## src/rtl/spi_seq.sv

```systemverilog
// Byte sequencer: TX FIFO -> LOAD/SHIFT/UNLOAD handshake with a parallel SPI shifter -> RX store.
// Define SPI_SEQ_RXFIFO_EN for an RX_DEPTH-entry RX FIFO; otherwise a single holding register.
module spi_seq #(
    parameter int TX_DEPTH = 4,
    parameter int RX_DEPTH = 4
) (
    input  logic       clock_in,
    input  logic       resetn,
    input  logic [7:0] tx_data,
    input  logic       tx_valid,
    output logic       tx_ready,
    output logic [7:0] rx_data,
    output logic       rx_valid,
    input  logic       rx_ready,
    output logic       busy,
    output logic       overrun,
    output logic       spi_load,
    output logic [7:0] spi_datain,
    output logic       spi_unload,
    input  logic [7:0] spi_dataout
);
    localparam int TAW = $clog2(TX_DEPTH);
    localparam int TCW = $clog2(TX_DEPTH + 1);

    if (TX_DEPTH < 2 || TX_DEPTH > 16 || (TX_DEPTH & (TX_DEPTH - 1)) != 0) begin : g_bad_tx_depth
        $error("spi_seq: TX_DEPTH must be 2, 4, 8 or 16");
    end
    if (RX_DEPTH < 2 || RX_DEPTH > 16 || (RX_DEPTH & (RX_DEPTH - 1)) != 0) begin : g_bad_rx_depth
        $error("spi_seq: RX_DEPTH must be 2, 4, 8 or 16");
    end

    typedef enum logic [1:0] {IDLE, LOAD, SHIFT, UNLOAD} state_e;

    state_e         state_q;
    logic [2:0]     bit_cnt_q;
    logic           spi_load_q;
    logic           spi_unload_q;
    logic [7:0]     spi_datain_q;
    logic           overrun_q;

    logic [7:0]     tx_mem [TX_DEPTH];
    logic [TAW-1:0] tx_wr_q, tx_rd_q;
    logic [TCW-1:0] tx_cnt_q, tx_cnt_d;
    logic           tx_push, tx_pop, tx_nonempty;
    logic           rx_wr, rx_pop, rx_accept;

    assign tx_nonempty = (tx_cnt_q != '0);
    assign tx_ready    = (tx_cnt_q != TCW'(TX_DEPTH));
    assign tx_push     = tx_valid & tx_ready;
    // The head is popped on the same edge that enters LOAD, from IDLE or straight out of UNLOAD.
    assign tx_pop      = tx_nonempty & ((state_q == IDLE) | (state_q == UNLOAD));
    assign rx_wr       = (state_q == UNLOAD);
    assign rx_pop      = rx_valid & rx_ready;
    assign busy        = (state_q != IDLE) | tx_nonempty;

    assign spi_load    = spi_load_q;
    assign spi_unload  = spi_unload_q;
    assign spi_datain  = spi_datain_q;
    assign overrun     = overrun_q;

    always_comb begin
        // NOTE: default first so every path assigns tx_cnt_d and no latch is inferred.
        tx_cnt_d = tx_cnt_q;
        if (tx_push && !tx_pop) tx_cnt_d = tx_cnt_q + TCW'(1);
        else if (!tx_push && tx_pop) tx_cnt_d = tx_cnt_q - TCW'(1);
    end

    // NOTE: storage arrays carry no reset; the pointers and count alone define what is valid.
    always_ff @(posedge clock_in) begin
        if (tx_push) tx_mem[tx_wr_q] <= tx_data;
    end

    always_ff @(posedge clock_in or negedge resetn) begin
        if (!resetn) begin
            tx_wr_q  <= '0;
            tx_rd_q  <= '0;
            tx_cnt_q <= '0;
        end else begin
            // NOTE: non-blocking so every register samples pre-edge values.
            if (tx_push) tx_wr_q <= tx_wr_q + TAW'(1);
            if (tx_pop)  tx_rd_q <= tx_rd_q + TAW'(1);
            tx_cnt_q <= tx_cnt_d;
        end
    end

    always_ff @(posedge clock_in or negedge resetn) begin
        if (!resetn) begin
            state_q      <= IDLE;
            bit_cnt_q    <= '0;
            spi_load_q   <= 1'b0;
            spi_unload_q <= 1'b0;
            spi_datain_q <= 8'h00;
        end else begin
            spi_load_q   <= 1'b0;
            spi_unload_q <= 1'b0;
            spi_datain_q <= 8'h00;
            case (state_q)
                IDLE, UNLOAD: begin
                    if (tx_nonempty) begin
                        state_q      <= LOAD;
                        spi_load_q   <= 1'b1;
                        spi_datain_q <= tx_mem[tx_rd_q];
                    end else begin
                        state_q <= IDLE;
                    end
                end
                LOAD: begin
                    state_q   <= SHIFT;
                    bit_cnt_q <= '0;
                end
                SHIFT: begin
                    bit_cnt_q <= bit_cnt_q + 3'd1;
                    if (bit_cnt_q == 3'd7) begin
                        state_q      <= UNLOAD;
                        spi_unload_q <= 1'b1;
                    end
                end
                default: state_q <= IDLE;
            endcase
        end
    end

`ifdef SPI_SEQ_RXFIFO_EN
    localparam int RAW = $clog2(RX_DEPTH);
    localparam int RCW = $clog2(RX_DEPTH + 1);

    logic [7:0]     rx_mem [RX_DEPTH];
    logic [RAW-1:0] rx_wr_q, rx_rd_q;
    logic [RCW-1:0] rx_cnt_q, rx_cnt_d;

    // A pop on the same edge frees a slot, so a full FIFO still accepts.
    assign rx_accept = rx_wr & ((rx_cnt_q != RCW'(RX_DEPTH)) | rx_pop);
    assign rx_valid  = (rx_cnt_q != '0);
    assign rx_data   = rx_valid ? rx_mem[rx_rd_q] : 8'h00;

    always_comb begin
        rx_cnt_d = rx_cnt_q;
        if (rx_accept && !rx_pop) rx_cnt_d = rx_cnt_q + RCW'(1);
        else if (!rx_accept && rx_pop) rx_cnt_d = rx_cnt_q - RCW'(1);
    end

    always_ff @(posedge clock_in) begin
        if (rx_accept) rx_mem[rx_wr_q] <= spi_dataout;
    end

    always_ff @(posedge clock_in or negedge resetn) begin
        if (!resetn) begin
            rx_wr_q   <= '0;
            rx_rd_q   <= '0;
            rx_cnt_q  <= '0;
            overrun_q <= 1'b0;
        end else begin
            if (rx_accept) rx_wr_q <= rx_wr_q + RAW'(1);
            if (rx_pop)    rx_rd_q <= rx_rd_q + RAW'(1);
            rx_cnt_q <= rx_cnt_d;
            if (rx_wr && !rx_accept) overrun_q <= 1'b1;
        end
    end
`else
    logic [7:0] rx_hold_q;
    logic       rx_hold_vld_q;

    assign rx_accept = rx_wr & (~rx_hold_vld_q | rx_pop);
    assign rx_valid  = rx_hold_vld_q;
    assign rx_data   = rx_hold_q;

    always_ff @(posedge clock_in or negedge resetn) begin
        if (!resetn) begin
            rx_hold_q     <= 8'h00;
            rx_hold_vld_q <= 1'b0;
            overrun_q     <= 1'b0;
        end else begin
            if (rx_accept) begin
                rx_hold_q     <= spi_dataout;
                rx_hold_vld_q <= 1'b1;
            end else if (rx_pop) begin
                rx_hold_vld_q <= 1'b0;
            end
            if (rx_wr && !rx_accept) overrun_q <= 1'b1;
        end
    end
`endif

endmodule

```

## config.mk

```make
export PLATFORM = sky130hd
export DESIGN_NAME = spi_seq
export DESIGN_NICKNAME = d
export VERILOG_FILES = /design/src/rtl/spi_seq.sv
export SDC_FILE = /design/constraint.sdc
export NUM_CORES = 1
export LEC_CHECK = 0
export ABC_CLOCK_PERIOD_IN_PS = 4100
export CAP_MARGIN = 20
export CORE_MARGIN = 5
export CORE_UTILIZATION = 28
export DETAILED_ROUTE_END_ITERATION = 10
export HOLD_SLACK_MARGIN = 0.06
export PLACE_DENSITY = 0.53
export SYNTH_ARGS = -nofsm -noshare
export SYNTH_HDL_FRONTEND = slang
export SYNTH_SLANG_ARGS = --single-unit
```

## constraint.sdc

```tcl
create_clock -name clock_in -period 4.1 [get_ports clock_in]
set_input_delay 0.82 -clock clock_in [delete_from_list [all_inputs] [get_ports clock_in]]
set_output_delay 0.82 -clock clock_in [all_outputs]
set_load 0.01 [all_outputs]
```

==> flow_metrics.tcl <==
set metrics [dict create \
    p_leak_nw 1.28 \
    synth_ff_type "edfxtp_1" \
    fmax_ghz 0.411 \
    cts_buffer_depth 2 \
    synth.distinct_cells 27 \
    critPathCaptureType "primary output" \
    status "finished, final reports clean" \
    root_buffer "clkbuf_8" \
    cts_tree "yes" \
    slowest_stage "clkdlybuf4s50_1" \
    placed_cells 295 \
    grt-ovfl-total 0 \
    place_congestion 0.661 \
    synth_fp_nets 180 \
    cts_made_buffers 9 \
    ant_nets 0 \
    hold_viol 0 \
    wl_per_cell_microns 14.1 \
    netlist_instances 149 \
    dp_hpwl_mm 2.99 \
    drc 0 \
    hp-class "reg2reg" \
    die_area_sq_mm 0.0110 \
    core_sq_mm 0.00876 \
    crit_chain "nor3_2, nand2_1, clkdlybuf4s50_1" \
    num_rows 34 \
    final_layout_size_suffix_gt1_share_pct 17.7 \
    syn-mean-instance-area_sq_um 17.0 \
    grt_pass1_wl_mm 7.27 \
    finalClockSkew_ps 6.87 \
    die_y_microns 105 \
    antenna_found_initial 0 \
    cp.arrival_ps 1620 \
    cts_setup_buffers 0 \
    maxCapViolCount 0 \
    die_w_microns 105 \
    numPortBuffers 41 \
    viasPerCell 4.17 \
    synth_top_area_cell "edfxtp_1" \
    synth.area.top_cells "edfxtp_1, dfrtp_1, mux4_2" \
    critPathMaxFanout 4 \
    clk_latency_ps 330 \
    utilization_pct 37.6 \
    synth_area_sq_mm 0.00253 \
    area_growth_pct 30.2 \
    initial_core_util_pct 28.9 \
    drt_wl_total_mm 4.38 \
    tightestPinTransition_ps 614 \
    num_io_pins 42 \
    tns_ps 0 \
    crit_type "reg2out" \
    final_cells 311 \
    cts_max_level 3 \
    hold_slack_ps 481 \
    yosysWarnings 0 \
    critPathMaxStageDelay_ps 480 \
    clkTransAtPathRegs_ps 70 \
    async_flop_share_pct 50.0 \
    synth_edf_count 32 \
    required_ps 3280 \
    fin_crit_sh_pct 59.4 \
    firstDrtPassIters 4 \
    path_delay_family "buffers and inverters" \
    max-vdd-ir-drop_uv 287 \
    yosysSeqAreaShare_pct 69.7 \
    holdBufCountCts 0 \
    nFillCells 843 \
    setup_viol 0 \
    grt_usage_pct 8.64 \
    grt_max_degree 33 \
    vias 1298 \
    start_kind "flop" \
    synthTopCellsByCount "dfrtp_1, edfxtp_1, and2_1" \
    yosysTopAreaCellShare_pct 38.0 \
    ys_ff_latch 64 \
    power.density_mw_per_mm2 769 \
    rsz0062_at_grt "no" \
    drv_slew 0 \
    cts_sinks 64 \
    slew_headroom_pct 59.1 \
    min_period_ps 2440 \
    worst-path-buf-inv 1 \
    grt_pass1_vias 1440 \
    nNetsFinal 229 \
    antenna_cells 0 \
    post_cts_resized 0 \
    drt_iter0_markers 54 \
]
[worst register-to-register path, delay by kind of cell, from the launching register on]
family	cells	cell delay, ps
adders and majority gates	3	1050
buffers and inverters	2	130
and+or+nand+nor	2	440
DFF	1	370
xor gates and xnor gates	2	330
[area by class of cell]
type	instances	area [sq um]	area share, %
Clock buffer	9	124	3.76
Clock inverter	7	110	3.34
Inverter	10	37.5	1.14
Multi-Input combinational cell	71	706	21.4
Sequential cell	64	1760	53.5
Tap cell	108	135	4.10
Timing Repair Buffer	42	418	12.7
[stage by stage]
step / total power [W] / setup slack, ps / instance area [sq um]
2_1_floorplan: 0.00160 / 1870 / 2530
6_report: 0.00253 / 1660 / 3290
3_5_place_dp: 0.00194 / 1330 / 3060
5_1_grt: 0.00270 / 1490 / 3290
4_1_cts: 0.00258 / 1610 / 3290
3_3_place_gp: 0.00191 / 1380 / 3060
[worst paths after layout]
path / startpoint / end / slack, ps / cells after the start
min in group asynchronous: resetn / spi_datain[3] / 880 / 2
min: overrun / overrun / 480 / 1
min reg2reg: overrun / overrun / 480 / 1
max reg2reg: state_q[0] / tx_cnt_q[2] / 1720 / 9
max: tx_cnt_q[2] / busy / 1660 / 3
max in group asynchronous: resetn / rx_valid / 2900 / 2
[power by group]
part	internal, W	total [W]	switching (W)
Combinational	0.000481	0.000861	0.000380
Clock	0.000399	0.000634	0.000235
Sequential	0.000896	0.00104	0.000140
[per-layer routing]
metal	global-route usage (%)	up-vias	wire length, microns
li1	-	628	-
met1	10.4	627	1970
met2	13.4	33	2080
met3	3.14	10	244
met4	4.93	0	85
met5	0	-	0
[kinds of logic (layout without fill, tap and decap cells)]
group,Yosys count,count (layout),share of synthesized area [%]
compound gates,7,7,1.88
xor+xnor,6,6,2.08
fa+ha+maj,11,11,5.74
buf+inv,14,68,2.42
flops,64,64,69.7
mux,19,19,12.0
simple gates,28,28,6.23
[state kept, by name, indices dropped and copies added (netlist names)]
| register | count |
|---|---|
| tx_mem | 32 |
| rx_data | 8 |
| spi_datain | 8 |
| bit_cnt_q | 3 |
| tx_cnt_q | 3 |
| state_q | 2 |
| tx_rd_q | 2 |
| tx_wr_q | 2 |
| overrun | 1 |
| rx_valid | 1 |
| spi_load | 1 |
| spi_unload | 1 |
[cell usage in the layout (no fill, tap or decap), types with 4 or more instances in the layout]
| cell type | synthesis | routed |
|---|---|---|
| and2_1 | 13 | 13 |
| clkbuf_8 | 0 | 9 |
| clkdlybuf4s50_1 | 0 | 41 |
| dfrtp_1 | 32 | 32 |
| edfxtp_1 | 32 | 32 |
| ha_1 | 10 | 10 |
| inv_1 | 9 | 9 |
| mux2_2 | 10 | 10 |
| mux4_2 | 8 | 8 |
| nand2_1 | 6 | 6 |
| o21ai_0 | 4 | 4 |
Power figures use the tool's default switching activity.
